**config.mk**
```make
export PLATFORM = sky130hd
export DESIGN_NAME = pong_frame_engine
export DESIGN_NICKNAME = d
export VERILOG_FILES = /design/src/rtl/pong_frame_engine_pkg.sv /design/src/rtl/pong_frame_engine_rect.sv /design/src/rtl/pong_frame_engine.sv
export SDC_FILE = /design/constraint.sdc
export NUM_CORES = 1
export LEC_CHECK = 0
export BUFFER_PORTS_ARGS = -buffer_cell sky130_fd_sc_hd__buf_2
export CAP_MARGIN = 5
export CORE_UTILIZATION = 45
export CTS_CLUSTER_DIAMETER = 150
export CTS_CLUSTER_SIZE = 30
export DETAILED_ROUTE_END_ITERATION = 8
export HOLD_SLACK_MARGIN = 0.03
export PLACE_DENSITY = 0.7
export SETUP_SLACK_MARGIN = 0.1
export SLEW_MARGIN = 25
export SYNTH_ARGS = -nofsm -noshare
export SYNTH_HDL_FRONTEND = slang
export SYNTH_SLANG_ARGS = --single-unit
```
**constraint.sdc**
```tcl
create_clock -name clk -period 2.94 [get_ports clk]
set_input_delay 0.147 -clock clk [delete_from_list [all_inputs] [get_ports clk]]
set_output_delay 0.147 -clock clk [all_outputs]
set_load 0.005 [all_outputs]
```
**src/rtl/pong_frame_engine_pkg.sv**
```systemverilog
// Shared types and constants for the pong frame engine.
// Arena size, colours and the frame sequencer states.
package pong_frame_engine_pkg;

  localparam int SCREEN_W = 160;
  localparam int SCREEN_H = 120;

  localparam logic [2:0] COL_BLACK = 3'b000;

  typedef enum logic [2:0] {
    S_IDLE,
    S_ERASE_BALL,
    S_ERASE_PAD,
    S_UPDATE,
    S_DRAW_BALL,
    S_DRAW_PAD
  } state_t;

endpackage

```
**src/rtl/pong_frame_engine_rect.sv**
```systemverilog
// Raster walker over a runtime-sized rectangle, dx fastest.
// Counters hold the pixel emitted this cycle and return to 0 when idle.
module rect_scanner
  import pong_frame_engine_pkg::*;
#(
  parameter int W = 32,
  parameter int H = 4
) (
  input  logic                  clk,
  input  logic                  resetn,
  input  logic                  step,
  input  logic [$clog2(W):0]    w,
  input  logic [$clog2(H):0]    h,
  output logic [$clog2(W)-1:0]  dx,
  output logic [$clog2(H)-1:0]  dy,
  output logic                  active,
  output logic                  done
);

  localparam int XW = $clog2(W);
  localparam int YW = $clog2(H);

  localparam logic [XW:0] ONE_W = 1;
  localparam logic [YW:0] ONE_H = 1;

  logic last_x;
  logic last_y;

  assign last_x = ({1'b0, dx} == w - ONE_W);
  assign last_y = ({1'b0, dy} == h - ONE_H);
  assign active = step;
  assign done   = step & last_x & last_y;

  always_ff @(posedge clk) begin
    if (!resetn || !step || done) begin
      dx <= '0;
      dy <= '0;
    end else if (last_x) begin
      dx <= '0;
      dy <= dy + YW'(1);
    end else begin
      dx <= dx + XW'(1);
    end
  end

endmodule

```
**src/rtl/pong_frame_engine.sv**
```systemverilog
// Per-frame ball/paddle engine: erase, update physics, redraw.
// Emits one registered pixel write per cycle for vga_adapter.
module pong_frame_engine
  import pong_frame_engine_pkg::*;
#(
  parameter int X_MIN     = 51,
  parameter int X_MAX     = 109,
  parameter int Y_MIN     = 11,
  parameter int PAD_Y     = 110,
  parameter int BALL_SZ   = 2,
  parameter int PAD_W     = 13,
  parameter int BALL_STEP = 1,
  parameter int PAD_STEP  = 2,
  parameter int BALL_X0   = 60,
  parameter int BALL_Y0   = 60,
  parameter int PAD_X0    = 74
) (
  input  logic       clk,
  input  logic       resetn,
  input  logic       frame_tick,
  input  logic       move_left,
  input  logic       move_right,
  input  logic [2:0] ball_colour,
  input  logic [2:0] pad_colour,
  output logic [7:0] x,
  output logic [6:0] y,
  output logic [2:0] colour,
  output logic       plot,
  output logic       busy,
  output logic       miss,
  output logic [3:0] hits
);

  localparam int XW = 5;
  localparam int YW = 2;

  localparam logic signed [8:0] XMIN_S  = 9'(X_MIN);
  localparam logic signed [8:0] XMAX_S  = 9'(X_MAX);
  localparam logic signed [8:0] YMIN_S  = 9'(Y_MIN);
  localparam logic signed [8:0] PADY_S  = 9'(PAD_Y);
  localparam logic signed [8:0] BSZ_S   = 9'(BALL_SZ);
  localparam logic signed [8:0] BEXT_S  = 9'(BALL_SZ - 1);
  localparam logic signed [8:0] PEXT_S  = 9'(PAD_W - 1);
  localparam logic signed [8:0] BSTEP_S = 9'(BALL_STEP);
  localparam logic signed [8:0] PSTEP_S = 9'(PAD_STEP);
  localparam logic signed [8:0] PXMAX_S = 9'(X_MAX - PAD_W + 1);

  state_t state, state_n, ph;

  logic [7:0] bx, bx_n, px, px_n;
  logic [6:0] by, by_n;
  logic       right, right_n, down, down_n;
  logic       hit, lost;
  logic       draw, ball_ph, active, done;
  logic [2:0] pix_c;

  logic [XW-1:0] dx;
  logic [YW-1:0] dy;

  logic signed [8:0] sbx, sby, spx;

  assign sbx = $signed({1'b0, bx});
  assign sby = $signed({2'b00, by});
  assign spx = $signed({1'b0, px});

  // ph is the phase of the pixel registered at the coming edge
  assign ph = (state == S_IDLE && frame_tick) ? S_ERASE_BALL : state;

  assign ball_ph = (ph == S_ERASE_BALL) || (ph == S_DRAW_BALL);
  assign draw    = ball_ph || (ph == S_ERASE_PAD) || (ph == S_DRAW_PAD);

  rect_scanner #(
    .W(32),
    .H(4)
  ) u_scan (
    .clk    (clk),
    .resetn (resetn),
    .step   (draw),
    .w      (ball_ph ? 6'(BALL_SZ) : 6'(PAD_W)),
    .h      (ball_ph ? 3'(BALL_SZ) : 3'd1),
    .dx     (dx),
    .dy     (dy),
    .active (active),
    .done   (done)
  );

  always_comb begin
    state_n = state;
    unique case (ph)
      S_IDLE:       state_n = S_IDLE;
      S_ERASE_BALL: state_n = done ? S_ERASE_PAD : S_ERASE_BALL;
      S_ERASE_PAD:  state_n = done ? S_UPDATE : S_ERASE_PAD;
      S_UPDATE:     state_n = S_DRAW_BALL;
      S_DRAW_BALL:  state_n = done ? S_DRAW_PAD : S_DRAW_BALL;
      S_DRAW_PAD:   state_n = done ? S_IDLE : S_DRAW_PAD;
      default:      state_n = S_IDLE;
    endcase
  end

  always_comb begin
    bx_n    = bx;
    by_n    = by;
    right_n = right;
    down_n  = down;
    hit     = 1'b0;
    lost    = 1'b0;
    if (right) begin
      if (sbx + BEXT_S + BSTEP_S > XMAX_S) begin
        bx_n    = 8'(XMAX_S - BEXT_S);
        right_n = 1'b0;
      end else begin
        bx_n = 8'(sbx + BSTEP_S);
      end
    end else if (sbx - BSTEP_S < XMIN_S) begin
      bx_n    = 8'(XMIN_S);
      right_n = 1'b1;
    end else begin
      bx_n = 8'(sbx - BSTEP_S);
    end
    if (!down) begin
      if (sby - BSTEP_S < YMIN_S) begin
        by_n   = 7'(YMIN_S);
        down_n = 1'b1;
      end else begin
        by_n = 7'(sby - BSTEP_S);
      end
    end else if (sby + BEXT_S + BSTEP_S >= PADY_S) begin
      if (sbx <= spx + PEXT_S && sbx + BEXT_S >= spx) begin
        hit    = 1'b1;
        by_n   = 7'(PADY_S - BSZ_S);
        down_n = 1'b0;
      end else begin
        // respawn overrides whatever the x axis decided
        lost    = 1'b1;
        bx_n    = 8'(BALL_X0);
        by_n    = 7'(BALL_Y0);
        right_n = 1'b1;
        down_n  = 1'b0;
      end
    end else begin
      by_n = 7'(sby + BSTEP_S);
    end
  end

  always_comb begin
    px_n = px;
    unique case (1'b1)
      (move_left && !move_right):
        px_n = (spx - PSTEP_S < XMIN_S) ? 8'(XMIN_S) : 8'(spx - PSTEP_S);
      (move_right && !move_left):
        px_n = (spx + PSTEP_S > PXMAX_S) ? 8'(PXMAX_S) : 8'(spx + PSTEP_S);
      default:
        px_n = px;
    endcase
  end

  always_comb begin
    pix_c = COL_BLACK;
    if (ph == S_DRAW_BALL) pix_c = ball_colour;
    if (ph == S_DRAW_PAD)  pix_c = pad_colour;
  end

  always_ff @(posedge clk) begin
    if (!resetn) begin
      state  <= S_IDLE;
      bx     <= 8'(BALL_X0);
      by     <= 7'(BALL_Y0);
      px     <= 8'(PAD_X0);
      right  <= 1'b1;
      down   <= 1'b1;
      hits   <= '0;
      x      <= '0;
      y      <= '0;
      colour <= '0;
      plot   <= 1'b0;
      busy   <= 1'b0;
      miss   <= 1'b0;
    end else begin
      state  <= state_n;
      plot   <= active;
      busy   <= (ph != S_IDLE);
      miss   <= (ph == S_UPDATE) && lost;
      x      <= (ball_ph ? bx : px) + 8'(dx);
      y      <= ball_ph ? by + 7'(dy) : 7'(PAD_Y);
      colour <= pix_c;
      if (ph == S_UPDATE) begin
        bx    <= bx_n;
        by    <= by_n;
        right <= right_n;
        down  <= down_n;
        px    <= px_n;
        if (hit && hits != 4'hf) hits <= hits + 4'd1;
      end
    end
  end

endmodule

```
* Word-level counts from Yosys, hierarchy flattened
Cells that the tools add are included.
** Word-level totals
- Memories kept :: 0
- Bits in latches :: 0
- Bits in read-only memories :: 0
- Memory bits (writable) :: 0
- Register bits :: 60
- Output and inout bits :: 25
- Word-level logic and storage cells :: 112
- Bits of input ports :: 11
** Operators by class
- Div/mod/pow operators :: 0
- Bitwise operators :: 2
- Reductions and logical operators :: 22
- Add/subtract/negate cells :: 16
- Shift operators :: 0
- Equal/unequal tests :: 8
- Order comparisons :: 8
- Multipliers :: 0
- Multiplexer cells :: 40
** Operators by type and width (count)
- $mux W8 :: 9
- $mux W7 :: 5
- $add A9 B2 Y9 const B :: 2
- $gt A9 B8 Y1 const B :: 2
- $lt A9 B7 Y1 const B :: 2
- $mux W1 :: 17
- $pmux W8 S2 :: 1
- $pmux W3 S5 :: 1
- $mux W3 :: 4
- $add A8 B1 Y9 const B :: 1
- $add A8 B2 Y9 const B :: 1
- $add A8 B4 Y9 const B :: 1
- $ge A9 B8 Y1 const B :: 1
- $ge A9 B9 Y1 :: 1
- $le A9 B9 Y1 :: 1
- $lt A9 B5 Y1 const B :: 1
- $sub A8 B1 Y9 const B :: 1
- $sub A8 B2 Y9 const B :: 1
- $add A7 B1 Y8 const B :: 1
- $add A8 B5 Y8 :: 1
- $sub A7 B1 Y8 const B :: 1
- $add A7 B2 Y7 :: 1
- $eq A3 B2 Y1 const B :: 2
- $eq A3 B3 Y1 const B :: 2
- 20 further kinds :: 36

* Depth between registers and ports, before layout
- Depth after elaboration :: 12
- Mapped depth :: 15
- Gate-level depth less buffers :: 13

* Cells and area by module
A second synthesis with hierarchy kept.
** Unflattened totals
- Cells, all modules :: 684
- Area, all modules :: 5290.1 µm²
** Modules (own cells, without submodules)
- pong_frame_engine :: times used 1, seq. area each 1061.0 µm², area an instance 4790.8 µm², cells each 625
- rect_scanner :: times used 1, seq. area each 140.1 µm², area an instance 499.2 µm², cells each 59

* Worst setup path before layout
OpenSTA, ideal clock, no wires.
- Kind :: register -> register
- Start :: register px[3]
- End :: register bx[0]
- Path slack :: -95 ps
- Arrival :: 2916 ps
- Data required time :: 2821 ps
- Path buffers :: 2
- Cell stages (with the launch flop) :: 14
- Period minus slack after synthesis :: 3035 ps
- Setup time :: 119 ps
- Path through :: dfxtp_1 > clkbuf_1 > inv_1 > ha_1 > xor2_1 > ha_1 > nand3_1 > o22ai_1 > nor2_1 > o311ai_1 > and3_1 > buf_4 > nor3b_2 > o221a_1
** On the way
- Longest elaborated chain between the ends :: 6
- Elaborated cells between the ends (all ways) :: 7
- Classes of those cells :: add/sub (1); order compare (2); mux (3); reduce/logical (1)
** Ends and longest elaborated chain
- start: declaration :: line pong_frame_engine.sv:50 : logic [7:0] bx, bx_n, px, px_n;
- start signal: assignment :: line pong_frame_engine.sv:168 : px <= 8'(PAD_X0);
- start signal: assignment :: line pong_frame_engine.sv:191 : px <= px_n;
- $add A8 B4 Y9 :: line pong_frame_engine.sv:128 : if (sbx <= spx + PEXT_S && sbx + BEXT_S >= spx) begin
- $le A9 B9 Y1 :: line pong_frame_engine.sv:128
- $logic_and A1 B1 Y1 (*) :: line pong_frame_engine.sv:128
- $mux W8 (*) :: line pong_frame_engine.sv:128
- $mux W8 (*) :: line pong_frame_engine.sv:127 : end else if (sby + BEXT_S + BSTEP_S >= PADY_S) begin
- $mux W8 (*) :: line pong_frame_engine.sv:120 : if (!down) begin
- end signal: assignment :: line pong_frame_engine.sv:166 : bx <= 8'(BALL_X0);
- end signal: assignment :: line pong_frame_engine.sv:187 : bx <= bx_n;
- end: declaration :: line pong_frame_engine.sv:50
Every way passes the cells marked *; elsewhere a longest branch is shown, timed or not.
A chain may end at the register's enable or synchronous reset.

* Final worst setup path
- Start :: register bx[0]
- End :: register bx[4]
** On the way
- Longest elaborated chain between the ends :: 8
- Elaborated cells between the ends (all ways) :: 14
- Classes of those cells :: add/sub (3); order compare (4); mux (6); reduce/logical (1)
** Ends and longest elaborated chain
- $add A8 B1 Y9 :: line pong_frame_engine.sv:108, pong_frame_engine.sv:128
- $add A9 B2 Y9 :: line pong_frame_engine.sv:108 : if (sbx + BEXT_S + BSTEP_S > XMAX_S) begin
- $gt A9 B8 Y1 :: line pong_frame_engine.sv:108
- $mux W8 :: line pong_frame_engine.sv:108
- $mux W8 :: line pong_frame_engine.sv:107 : if (right) begin
- $mux W8 :: line pong_frame_engine.sv:128
- $mux W8 :: line pong_frame_engine.sv:127
- $mux W8 (*) :: line pong_frame_engine.sv:120
Marks and branches as above.

==> key figures <==
Status
  • Status: completed

Job
  • Max-Cap Viols: 0

Global route
  • Largest net degree at the start of global routing: 25
  • Vias in the first global route: 4793
  • First-pass GRT wire length: 23.3 mm
  • Initial antenna violation count: 0
  • Global route total overflow: 0
  • Gr usage total: 25.4%

Finish
  • P&R area growth vs syn: 22.1%
  • Diodes inserted: 0
  • Most common cell after layout, fill and taps aside: nand2_1
  • Nets@finish: 782
  • Ratio of cells with drive above 1 in the final layout: 23.7%
  • Fill count: 975
  • Most frequent cells in the layout: nand2_1, buf_4, nor2_1

CTS
  • Max clock buf depth: 2
  • TritonCTS clock tree: yes
  • Clock latency at the later pin of the worst-skew pair: 0.33 ns
  • Clk slew on worst S/H paths: 0.06 ns
  • Clock sinks: 60
  • CTS Hold Bufs: 0
  • Inserted Clock Buffers: 9
  • H-tree levels: 3
  • CTS root buf: clkbuf_16

Logic synthesis
  • Syn. warnings: 0
  • Synth Flop Type: dfxtp_1
  • Mapped cell area: 0.00511 sq mm
  • Post-synthesis net count: 717
  • Netlist cell types: 85
  • Sequential area share after synthesis: 23.5%
  • Syn Inst Count: 660
  • #FFs+latches synth: 60
  • Synthesized area per cell: 7.75 sq um
  • FFs w/ async S/R, synth: 0%
  • Post-synth EDFFs: 0

Critical path
  • R2R Path End: bx[4]$_SDFFE_PN1P_
  • Worst setup EP type: flop
  • R2r setup slk: 0.18 ns
  • Reg-to-reg critical path startpoint: bx[0]$_SDFFE_PN0P_
  • Worst Path Arrival: 2.99 ns
  • Critical path class: flop to flop
  • Startpoint Class: flop
  • Worst EP required: 3.17 ns
  • Register-to-Register Path Depth: 12
  • Crit path max fanout: 6

Hold path
  • Hold Crit Depth: 3
  • Hold EP: colour[1]$_SDFF_PN0_
  • Worst Hold Class: input port to flop
  • Hold Startpoint: ball_colour[1]

Placement
  • DP HPWL: 10.9 mm
  • Gpl congestion: 0.945
  • PortBufs: 35
  • Pre-CTS setup slack: 0.00878 ns

Timing
  • Endpoints failing hold: 0
  • RSZ-0062 raised after global routing: yes
  • Tcrit/Tclk final: 93.8%
  • Fin Setup TNS: 0 ns
  • Rel. slew slack: 51.1%
  • Period minus WS final: 2.76 ns
  • Final-report setup violation count: 0
  • Worst Max-Slew Pin Slew: 0.731 ns
  • Final WS setup: 0.182 ns
  • Final Skew: 0.00857 ns
  • Fmax: 363 MHz
  • Slew Viols, Final: 0

Power and ir drop
  • Static Leak: 2.58 nW
  • Max VDD drop: 381 uV
  • Pwr dens: 327 mW/mm^2

Floorplanning
  • CORE AREA: 0.0109 sq mm
  • IO Pins: 36
  • Full die area: 0.0118 sq mm
  • Die width: 109 microns
  • Rows: 38
  • Initial Utilization: 46.8%
  • Die height: 109 microns

Detailed routing
  • Vias per inst: 5.90
  • Number of routed nets with antenna violations: 0
  • Wirelength, routed: 14.5 mm
  • Drc violations: 0
  • DR pass1 iterations: 5
  • Via count: 5130
  • Drt wl/cell: 16.6 microns
  • DRT iter0 DRCs: 357
-- through the flow --
step | total power [mW] | cell area, sq um | utilization, % | instances | hold slack, ns
detailed placement | 1.01 | 5720 | 52.3 | 847 | 0.392
global placement | 1.01 | 5720 | 52.3 | 847 | 0.383
finish | 2.04 | 6240 | 57.1 | 870 | 0.0625
floorplan | 0.957 | 5150 | - | 660 | 0.291
CTS | 2.06 | 6050 | 55.3 | 867 | 0.0631
global route | 2.12 | 6240 | 57.1 | 870 | 0.0553
-- metal layers --
| layer | vias up | part of all wire [%] | global-route usage, % |
|---|---|---|---|
| li1 | 2504 | - | - |
| met1 | 2401 | 46 | 34.1 |
| met2 | 195 | 45 | 40.3 |
| met3 | 30 | 6.6 | 4.40 |
| met4 | 0 | 2.1 | 9.46 |
| met5 | - | 0 | 0 |
-- logic make-up (layout without fill, tap and decap cells) --
group	after synthesis	after routing	synth area share [%]
AO/OA/AOI/OAI	184	184	25.8
buffers and inverters	79	149	6.56
multiplexers	10	10	2.01
XOR/XNOR	35	35	6.29
adder cells (fa/ha/maj)	47	47	11.7
AND/OR/NAND/NOR	245	245	24.1
flip-flops	60	60	23.5
-- where the power goes --
part	switching, mW	internal, mW
clock	0.392	0.655
sequential	0.0107	0.832
combinational	0.0867	0.0646
total	0.490	1.55
-- layout make-up --
type,count,area (sq um),area share [%]
clock buffer,10,229,3.67
clock inverter,6,63.8,1.02
inverter,35,131,2.10
multi-input combinational,521,3770,60.5
sequential,60,1220,19.5
tap,140,175,2.81
timing repair buffer,98,652,10.4
-- flip-flops by register name (all words and copies together), names as in the netlist, 3 cells and up --
name       count
state          3
u_scan.dx      5
by             7
hits           4
x              8
px             8
bx             8
colour         3
y              7
-- worst max-delay path by stage --
stage,from,slack (ns),cells after the start,to
4_1_cts,by[1]$_SDFFE_PN0P_,0.11,11,by[3]$_SDFFE_PN1P_
6_report,bx[0]$_SDFFE_PN0P_,0.18,12,bx[4]$_SDFFE_PN1P_
3_3_place_gp,bx[1]$_SDFFE_PN0P_,0.11,13,bx[2]$_SDFFE_PN1P_
2_1_floorplan,px[3]$_SDFFE_PN1P_,0.13,13,bx[4]$_SDFFE_PN1P_
3_5_place_dp,bx[1]$_SDFFE_PN0P_,0.009,13,bx[0]$_SDFFE_PN0P_
5_1_grt,bx[0]$_SDFFE_PN0P_,0.04,12,bx[4]$_SDFFE_PN1P_
-- critical path, cell delays in order, from the launching register on --
cell	delay [ns]
dfxtp_4	0.37
ha_4	0.16
and3_4	0.18
and2_4	0.18
xnor2_4	0.15
inv_2	0.08
ha_4	0.27
o2111ai_1	0.11
o21ai_1	0.23
o311ai_4	0.19
a31o_4	0.30
o31a_1	0.29
o21a_1	0.16
-- repair_timing --
item | CTS | global route
endpoints found under the setup margin | 9 | 22
pin swaps | 4 | 11
setup buffers | 4 | 3
resized for setup | 4 | 37
-- Yosys cell counts, drive strengths merged, types with 7 or more instances --
cell	n	share of area (%)
buf	15	1.9
and3	9	1.1
o21ai	41	4.0
a21o	11	1.6
ha	44	11
nand2	68	5.0
nor2b	7	0.86
inv	33	2.4
o211ai	7	1.0
xor2	10	1.7
clkbuf	29	2.1
and2	14	1.8
nand2b	11	1.3
mux2i	8	1.6
xnor2	25	4.6
a21oi	42	4.1
nor3b	7	1.1
nand3	23	2.3
nor2	56	4.1
nor3	22	2.3
dfxtp	60	23
Note: power is estimated with default switching activity, not from simulation.
